[src/rtl/adxl362_pkg.sv]
// Shared command codes, FSM states and transmit-byte helpers for the ADXL362 SPI master.
package adxl362_pkg;

  localparam logic [7:0] CMD_WRITE = 8'h0A;
  localparam logic [7:0] CMD_READ  = 8'h0B;
  localparam logic [7:0] CMD_FIFO  = 8'h0D;

  typedef enum logic [2:0] {
    IDLE,
    CS_SETUP,
    SHIFT,
    CS_HOLD,
    CS_IDLE
  } state_t;

  function automatic logic [7:0] cmd_byte(input logic rw, input logic fifo);
    if (rw && fifo) return CMD_FIFO;
    if (rw)         return CMD_READ;
    return CMD_WRITE;
  endfunction

  // Byte sent at frame position idx: address, then wdata for writes, 0x00 filler otherwise.
  function automatic logic [7:0] tx_byte(input int unsigned idx, input logic rw,
                                         input logic fifo, input logic [5:0] addr,
                                         input logic [7:0] wdata);
    if (rw && fifo)         return 8'h00;
    if (idx == 1)           return {2'b00, addr};
    if (idx == 2 && !rw)    return wdata;
    return 8'h00;
  endfunction

endpackage

[src/rtl/adxl362_spi_tick.sv]
// Free-running divider that pulses tick once every CLK_DIV clocks while enabled.
module adxl362_spi_tick #(
  parameter int CLK_DIV = 4
) (
  input  logic clk,
  input  logic rst,
  input  logic enable,
  output logic tick
);

  localparam int CW = (CLK_DIV > 2) ? $clog2(CLK_DIV) : 1;

  logic [CW-1:0] cnt;

  always_ff @(posedge clk) begin
    if (rst || !enable)
      cnt <= '0;
    else if (cnt == CW'(CLK_DIV - 1))
      cnt <= '0;
    else
      cnt <= cnt + CW'(1);
  end

  assign tick = enable && (cnt == CW'(CLK_DIV - 1));

endmodule

[src/rtl/adxl362_spi_master.sv]
// SPI mode-0 master for the ADXL362: single-byte writes and burst reads.
// Define ADXL362_FIFO_READ_EN to add the fifo input and 0x0D FIFO burst reads.
module adxl362_spi_master
  import adxl362_pkg::*;
#(
  parameter int CLK_DIV   = 4,
  parameter int MAX_LEN_W = 4
) (
  input  logic                 clk,
  input  logic                 rst,
  input  logic                 start,
  input  logic                 rw,
  input  logic [5:0]           address,
  input  logic [7:0]           wdata,
  input  logic [MAX_LEN_W-1:0] len,
`ifdef ADXL362_FIFO_READ_EN
  input  logic                 fifo,
`endif
  output logic                 busy,
  output logic                 done,
  output logic [7:0]           rdata,
  output logic                 rdata_valid,
  output logic                 SCLK,
  output logic                 MOSI,
  output logic                 nCS,
  input  logic                 MISO
);

  localparam int LW = MAX_LEN_W + 1;

  state_t               state, state_n;
  logic                 tick, accept, rise, fall, last_byte, data_byte, rx_pend, fifo_sel;
  logic                 rw_q, fifo_q;
  logic [5:0]           addr_q;
  logic [7:0]           wdata_q, tx_sh, rx_sh, next_tx, cmd;
  logic [MAX_LEN_W-1:0] len_q;
  logic [2:0]           bit_cnt;
  logic [LW-1:0]        byte_cnt, len_eff, last_idx, first_idx;

`ifdef ADXL362_FIFO_READ_EN
  assign fifo_sel = fifo;
`else
  assign fifo_sel = 1'b0;
`endif

  adxl362_spi_tick #(.CLK_DIV(CLK_DIV)) u_tick (
    .clk    (clk),
    .rst    (rst),
    .enable (state != IDLE),
    .tick   (tick)
  );

  always_ff @(posedge clk) begin
    if (rst) state <= IDLE;
    else     state <= state_n;
  end

  always_comb begin
    state_n   = state;
    accept    = 1'b0;
    rise      = 1'b0;
    fall      = 1'b0;
    cmd       = cmd_byte(rw, fifo_sel);
    len_eff   = (len_q == '0) ? (LW'(1) << MAX_LEN_W) : {1'b0, len_q};
    last_idx  = LW'(2);
    first_idx = '1;
    if (rw_q && fifo_q) begin
      last_idx  = len_eff;
      first_idx = LW'(1);
    end else if (rw_q) begin
      last_idx  = len_eff + LW'(1);
      first_idx = LW'(2);
    end
    last_byte = (byte_cnt == last_idx);
    data_byte = rw_q && (byte_cnt >= first_idx);
    next_tx   = tx_byte(32'(byte_cnt) + 32'd1, rw_q, fifo_q, addr_q, wdata_q);
    case (state)
      IDLE: begin
        if (start && !busy) begin
          accept  = 1'b1;
          state_n = CS_SETUP;
        end
      end
      CS_SETUP: if (tick) state_n = SHIFT;
      SHIFT: begin
        rise = tick && !SCLK;
        fall = tick && SCLK;
        if (fall && bit_cnt == 3'd7 && last_byte) state_n = CS_HOLD;
      end
      CS_HOLD: if (tick) state_n = CS_IDLE;
      CS_IDLE: if (tick) state_n = IDLE;
      default: state_n = IDLE;
    endcase
  end

  // busy stays high through the done cycle so a start coincident with done is dropped.
  always_ff @(posedge clk) begin
    if (rst) begin
      busy        <= 1'b0;
      done        <= 1'b0;
      rdata       <= '0;
      rdata_valid <= 1'b0;
      SCLK        <= 1'b0;
      MOSI        <= 1'b0;
      nCS         <= 1'b1;
      rw_q        <= 1'b0;
      fifo_q      <= 1'b0;
      addr_q      <= '0;
      wdata_q     <= '0;
      len_q       <= '0;
      tx_sh       <= '0;
      rx_sh       <= '0;
      bit_cnt     <= '0;
      byte_cnt    <= '0;
      rx_pend     <= 1'b0;
    end else begin
      done        <= 1'b0;
      rdata_valid <= rx_pend;
      rx_pend     <= 1'b0;
      if (rx_pend) rdata <= rx_sh;
      if (done)    busy  <= 1'b0;
      if (accept) begin
        rw_q     <= rw;
        fifo_q   <= fifo_sel;
        addr_q   <= address;
        wdata_q  <= wdata;
        len_q    <= len;
        tx_sh    <= cmd;
        MOSI     <= cmd[7];
        nCS      <= 1'b0;
        SCLK     <= 1'b0;
        busy     <= 1'b1;
        bit_cnt  <= '0;
        byte_cnt <= '0;
      end
      if (rise) begin
        SCLK  <= 1'b1;
        rx_sh <= {rx_sh[6:0], MISO};
        if (bit_cnt == 3'd7 && data_byte) rx_pend <= 1'b1;
      end
      if (fall) begin
        SCLK <= 1'b0;
        if (bit_cnt == 3'd7) begin
          bit_cnt <= '0;
          if (last_byte) begin
            MOSI <= 1'b0;
          end else begin
            byte_cnt <= byte_cnt + LW'(1);
            tx_sh    <= next_tx;
            MOSI     <= next_tx[7];
          end
        end else begin
          bit_cnt <= bit_cnt + 3'd1;
          tx_sh   <= {tx_sh[6:0], 1'b0};
          MOSI    <= tx_sh[6];
        end
      end
      if (state == CS_HOLD && tick) begin
        nCS  <= 1'b1;
        MOSI <= 1'b0;
      end
      if (state == CS_IDLE && tick) done <= 1'b1;
    end
  end

endmodule

[config.mk]
export PLATFORM = sky130hd
export DESIGN_NAME = adxl362_spi_master
export DESIGN_NICKNAME = d
export VERILOG_FILES = /design/src/rtl/adxl362_pkg.sv /design/src/rtl/adxl362_spi_tick.sv /design/src/rtl/adxl362_spi_master.sv
export SDC_FILE = /design/constraint.sdc
export NUM_CORES = 1
export LEC_CHECK = 0
export BUFFER_PORTS_ARGS = -buffer_cell sky130_fd_sc_hd__buf_4
export CAP_MARGIN = 10
export CELL_PAD_IN_SITES_DETAIL_PLACEMENT = 0
export CELL_PAD_IN_SITES_GLOBAL_PLACEMENT = 2
export CORE_MARGIN = 1
export CORE_UTILIZATION = 34
export CTS_CLUSTER_DIAMETER = 80
export DETAILED_ROUTE_END_ITERATION = 8
export GPL_TIMING_DRIVEN = 0
export PLACE_DENSITY = 0.82
export SLEW_MARGIN = 0
export SYNTH_ARGS = -nofsm -noshare
export SYNTH_HDL_FRONTEND = slang
export SYNTH_SLANG_ARGS = --single-unit
[constraint.sdc]
create_clock -name clk -period 3.2 [get_ports clk]
set_clock_uncertainty 0.05 [all_clocks]
set_input_delay 0 -clock clk [delete_from_list [all_inputs] [get_ports clk]]
set_output_delay 0 -clock clk [all_outputs]
set_load 0.05 [all_outputs]
Yosys cells after proc, flatten, opt, wreduce, memory -nomap -nowiden. Cells that the tools add are included.

Reduce and logical (&&, ||, !) cells: 27. Equal/unequal tests: 14. $add $sub $neg: 5. Mux-type cells: 44. Bitwise operators: 1. $lt $le $gt $ge: 1.

Operators with widths (number): $mux W8 (10); $mux W5 (7); $mux W3 (8); $mux W1 (18); $pmux W3 S5 (1); $logic_and A1 B1 Y1 (11); $add A5 B1 Y5 const B (2); $ne A2 B2 Y1 const B (5); $reduce_or A2 Y1 (4); $add A5 B1 Y6 const B (1); $eq A3 B2 Y1 const B (2); $eq A3 B3 Y1 const B (2); $eq A6 B1 Y1 const B (1); $eq A6 B2 Y1 const B (1); $reduce_bool A2 Y1 (3); $eq A5 B5 Y1 (1); $ge A5 B5 Y1 (1); $reduce_and A5 Y1 (1); $logic_not A1 Y1 (4); $logic_not A4 Y1 (1); $add A3 B1 Y3 const B (1); $eq A3 B1 Y1 const B (1); $logic_not A3 Y1 (1); $reduce_bool A3 Y1 (1); 4 further kinds (4).

Word-level logic and storage cells: 110. Register bits: 63.

Logic depth before layout (Yosys ltp).
Depth in word-level cells: 10. Gate-level depth with buffers: 9.

By module. A second synthesis with hierarchy kept.

Cells, all modules: 350. Area total of the unflattened synthesis: 2930.3 um^2.

Modules (own cells, without submodules): adxl362_spi_master (cells an instance 344, instances 1, area an instance 2844.0 um^2); adxl362_spi_tick (cells an instance 6, instances 1, area an instance 86.3 um^2).

Least setup slack after synthesis. OpenSTA, ideal clock, no wires.

Path kind: reg2reg. From: register len_q[0]. To: register byte_cnt[1]. Data arrival time: 2.207 ns. Slack: 0.816 ns. Clock period less this slack: 2.384 ns. Stages on the path, launching flop included: 10. Cells stage by stage: dfxtp_1 > inv_1 > ha_1 > xor2_1 > or4_1 > and3_1 > o31ai_1 > buf_2 > mux2i_1 > nor2_1.

Longest elaborated chain between the ends: 8.

RTL lines: from (decl) (RTL line adxl362_spi_master.sv:36) `logic [MAX_LEN_W-1:0] len_q;`; from (signal assigned) (RTL line adxl362_spi_master.sv:127) `len_q <= len;`; $logic_not A4 Y1 (RTL line adxl362_spi_master.sv:64) `len_eff = (len_q == '0) ? (LW'(1) << MAX_LEN_W) : {1'b0, len_q};`; $mux W5 (*) (RTL line adxl362_spi_master.sv:64); $add A5 B1 Y5 (*) (RTL line adxl362_spi_master.sv:71) `last_idx = len_eff + LW'(1);`; $mux W5 (*) (RTL line adxl362_spi_master.sv:70) `end else if (rw_q) begin`; $eq A5 B5 Y1 (*) (RTL line adxl362_spi_master.sv:74) `last_byte = (byte_cnt == last_idx);`; $mux W5 (*) (RTL line adxl362_spi_master.sv:145) `if (last_byte) begin`; $mux W5 (*) (RTL line adxl362_spi_master.sv:143) `if (bit_cnt == 3'd7) begin`; $mux W5 (*) (RTL line adxl362_spi_master.sv:141) `if (fall) begin`; to (signal assigned) (RTL line adxl362_spi_master.sv:148) `byte_cnt <= byte_cnt + LW'(1);`; to (decl) (RTL line adxl362_spi_master.sv:38) `logic [LW-1:0] byte_cnt, len_eff, last_idx, first_idx;`.

Mark *: on every way between the ends. The rest lies on a longest branch, timed or not. A chain may end at the register's enable or synchronous reset.

Final worst setup path.
From: register len_q[0]. To: register state[0].

Longest elaborated chain between the ends: 8.

RTL lines: $logic_not A4 Y1 (RTL line adxl362_spi_master.sv:64); $mux W5 (*) (RTL line adxl362_spi_master.sv:64); $add A5 B1 Y5 (*) (RTL line adxl362_spi_master.sv:71); $mux W5 (*) (RTL line adxl362_spi_master.sv:70); $eq A5 B5 Y1 (*) (RTL line adxl362_spi_master.sv:74); $logic_and A1 B1 Y1 (*) (RTL line adxl362_spi_master.sv:88) `if (fall && bit_cnt == 3'd7 && last_byte) state_n = CS_HOLD;`; $ne A2 B2 Y1 (no source line) (*); $reduce_and A5 Y1 (no source line) (*); to (signal assigned) (RTL line adxl362_spi_master.sv:55) `else state <= state_n;`; to (decl) (RTL line adxl362_spi_master.sv:31) `state_t state, state_n;`.

Marks and branches as above.

==> impl_summary.md <==
Logic synthesis
The portion of netlist area occupied by mux cells is 7.15%. The synthesized netlist devotes 0.888% of its cell area to XOR and XNOR gates. The number of flip-flops and latches in the synthesized netlist is 62.

Yosys attributes the largest share of cell area to dfxtp_1, mux2i_1, nand2_1. The area of the mapped netlist is 2960 sq um. In this run the mean area of a mapped cell was 8.48 sq um. After synthesis, the largest family of logic cells by area is simple AND/OR/NAND/NOR gates. The complex-gate fraction of the synthesized area is 14.0%. The number of distinct library cells after synthesis is 47. The synthesized design devotes to its leading area cell type 42.0% of total area. The sequential area share after synthesis is 42.0%. The async set-reset flop share out of synthesis is 0%. The total number of yosys warnings is 0.

The simple-gate share of the synthesized area is 26.2%. The most used flip-flop cell after synthesis is dfxtp_1. dfxtp_1 takes more of the synthesized area than any other cell. The area share of fa/ha/maj cells after synthesis is 5.08%. When the netlist entered floorplanning its net count stood at 384.

The cell count after synthesis came out at 349. The number of flops mapped to enable cells by yosys is 0.

Floorplan
The height of the die is 95.3 um. The overall die width is 95.3 um. The number of top-level design ports is 37. In this run the core area contains 33 standard-cell rows. For this configuration, the core starts out at a cell density of 35.6%.

The core outline area is 8300 sq um. The die footprint is 9080 sq um.

Min path
The worst hold path begins at rst. For hold timing, the worst endpoint is state[0]. The worst hold path passes through 2 cells. In this run the worst hold path is classified as in2reg.

CTS
The TritonCTS clock tree is yes. After clock tree synthesis, the clock-pin slew on the worst setup and hold paths is 0.08 ns. The tree is rooted in a clkbuf_8. Clock latency on the worst-skew pair, taken at its later pin, is 0.34 ns.

The total number of clock tree sinks is 62. The number of buffers inserted during clock tree synthesis is 9. Counting along the longest clock path gives a buffer depth of 2. CTS built an H-tree with a depth of 3.

Flow run
Max-cap violations in this run came to 0.

Global route
The overall overflow remaining after global route is 0. The number of antenna violations at the first check in global routing is 0. In the global route stage, overall resource usage came out at 18.1%.

The via count of the first global-routing pass is 2577. Entering global routing, the biggest net connects 13 pins. The first global-routing pass estimated 12400 um of wire.

Worst setup path
The setup slack of the worst register-to-register path is 0.50 ns. Of all nets on the critical path, the largest fanout is 10. The endpoint class of the critical path is a register. The reg-to-reg startpoint is len_q[0]. Walking the worst path, the cells encountered are inv_1 -> ha_1 -> xor2_1 -> or4_1 -> and3_1 -> nor3_4 -> buf_6 -> a211oi_2 -> a2111oi_2. The startpoint type of the worst setup path is a register. On the worst path, the slowest cell contributes a delay of 0.46 ns. The data arrival time of the critical path is 2.89 ns. The startpoint-to-endpoint class of the critical path is reg2reg. The worst register-to-register path ends at state[0]. The critical-path cell with the highest stage delay is or4_1. The required time of the worst setup path is 3.39 ns. The worst register-to-register path has a depth of 9.

Layout
The number of antenna diodes in the final layout is 0. The count of nets after finishing is 451. Cells with a size suffix above 1 make up 15.9% of the layout. The growth of design area from synthesis to finish is 28.7%. The non-filler instance count after layout is 526.

Detailed routing
The DRC violation total after the first TritonRoute iteration is 160. For this run, the detailed router's first-pass iteration total came to 4. The sum of met2 wire segment lengths after detailed routing is 3290 um. After detailed routing, no signal wire sits above met4.

After detailed routing, the number of remaining DRC violations is 0. The vias per cell is 4.99. The routed design has 7290 um of wire. In the final routed layout, each cell accounts on average for 13.9 um. After detailed routing, the wire length on met1 is 3630 um. For this block, the via count after detailed routing is 2627. The met3 wire length is 282 um.

The count of nets left with antenna violations once routing finished came out at 0.

Placed design
The HPWL after detailed placement is 5000 um. The number of placed instances, taps included, is 490. At the end of routability-driven placement, the weighted congestion stood at 0.758. In this run the tool buffered the top-level ports with 35 buffer cells.

Power and ir drop
The peak ir drop on the vdd network is 0.000314 V. Summed over all cells, the static leakage comes to 0.00147 uW. Power spread over the standard cell area amounts to 503 nW/um^2.

Timing
Setup violations remaining at the end of the flow were counted as 0. The period utilization is 84.5%. The top achievable clock speed is 0.370 GHz. The final number of hold-violating endpoints is 0. For the pin with the worst max-slew slack, the measured transition is 0.670 ns. The accumulated negative setup slack is 0 ns.

The final number of max-transition violations is 0. The worst path in the final design needs a cycle of 2.70 ns, including I/O delays and setup. Setup repair after global routing left no endpoint under its margin.

The worst relative slew slack is 55.3%.

Outcome
The flow ran to the end, and the final reports show no timing, DRC or antenna violations.
## cell families after synthesis
kind of cell               count (synthesis)
buffers and inverters                     33
AOI/OAI and AO/OA                         65
and+or+nand+nor                          153
DFF                                       62
muxes                                     21
xor gates and xnor gates                   3
adders and majority gates                 12
## per-layer routing
metal | track usage (%) | up-vias
met3 | 3.67 | 8
li1 | - | 1369
met2 | 28.2 | 42
met5 | 0 | -
met4 | 8.33 | 0
met1 | 23.9 | 1208
## layout make-up
type	count	area, sq um
Buffer	26	114
Inverter	7	26.3
Tap cell	105	131
Clock inverter	7	121
Sequential cell	62	1240
Clock buffer	9	124
Fill cell	830	4490
Multi-Input combinational cell	254	1580
Timing Repair Buffer	56	468
## state kept, by name, indices dropped and copies added, names as in the netlist, 2 cells and up
signal      cells
rdata           8
rx_sh           8
wdata_q         8
tx_sh           7
addr_q          6
byte_cnt        5
len_q           4
bit_cnt         3
state           3
u_tick.cnt      2
## report_power, final
group | total [uW] | switching, uW | internal, uW
Clock | 856 | 335 | 521
Combinational | 235 | 133 | 102
Sequential | 824 | 20.9 | 803
Total | 1920 | 489 | 1430
## how the worst max path moves through the flow
stage                     start          end  slack (ns)  cells after the start
floorplan              len_q[0]  byte_cnt[1]        0.82                      9
global placement    byte_cnt[1]     tx_sh[5]        0.29                      8
detailed placement  byte_cnt[1]     tx_sh[2]        0.30                      8
CTS                 byte_cnt[1]     tx_sh[1]        0.26                      8
global route           len_q[0]     state[0]        0.34                      9
finish                 len_q[0]     state[0]        0.50                      9
## worst max-delay path: cells and delay by family, from the launching register on
kind | cells | cell delay, ns
compound gates | 2 | 0.36
xor+xnor | 1 | 0.16
fa+ha+maj | 1 | 0.33
buf+inv | 2 | 0.27
flops | 1 | 0.40
simple gates | 3 | 1.02
## layout by cell type (no fill, tap or decap), types with 3 or more instances in the layout
| cell type | Yosys | routed |
|---|---|---|
| a22oi_1 | 8 | 8 |
| a211o_1 | 3 | 3 |
| nor2_1 | 30 | 30 |
| o21ai_0 | 3 | 3 |
| nand3_1 | 17 | 17 |
| dlygate4sd3_1 | 0 | 20 |
| ha_1 | 12 | 12 |
| nand2b_1 | 6 | 6 |
| a21oi_1 | 31 | 31 |
| buf_4 | 1 | 36 |
| bufinv_16 | 0 | 3 |
| inv_1 | 7 | 7 |
| buf_2 | 4 | 5 |
| clkbuf_1 | 17 | 17 |
| nand4b_1 | 3 | 3 |
| nor2b_1 | 3 | 3 |
| dfxtp_1 | 62 | 62 |
| and3_1 | 4 | 4 |
| clkbuf_8 | 0 | 9 |
| nand2_1 | 46 | 46 |
| buf_1 | 3 | 3 |
| or3_1 | 14 | 14 |
| mux2i_1 | 20 | 20 |
| nor3_1 | 13 | 13 |
| a31oi_1 | 9 | 9 |
## cell usage after synthesis, drive strengths merged (2+ instances only)
library cell,number
nor3,14
nand3,17
xor2,2
or3,14
a21oi,31
o31ai,2
or4,2
nor4,2
nand2b,6
o21ai,3
and2,2
nor2b,3
dfxtp,62
ha,12
nand2,46
nand4b,3
a22oi,8
nor3b,3
and3,4
a31oi,9
inv,7
a211o,3
buf,9
nand3b,2
mux2i,20
clkbuf,17
a21o,2
nor2,30
## through the flow
stage	instance area [sq um]	power, uW	util, %	hold WS, ns	worst slack [ns]
finish	3810	1920	45.9	0.0738	0.497
global route	3810	2000	45.9	0.136	0.337
global placement	3350	1060	40.4	0.187	0.293
detailed placement	3360	1060	40.4	0.199	0.296
floorplan	2960	986	-	0.0860	0.816
CTS	3800	1940	45.8	0.0948	0.263
## what timing repair did
| item | in CTS | in global routing |
|---|---|---|
| setup endpoints to repair | 0 | 3 |
| setup buffers | 0 | 0 |
| hold buffers | 20 | 0 |
| endpoints found under the hold margin | 20 | 0 |
| resized for setup | 0 | 1 |
Power figures use the tool's default switching activity.
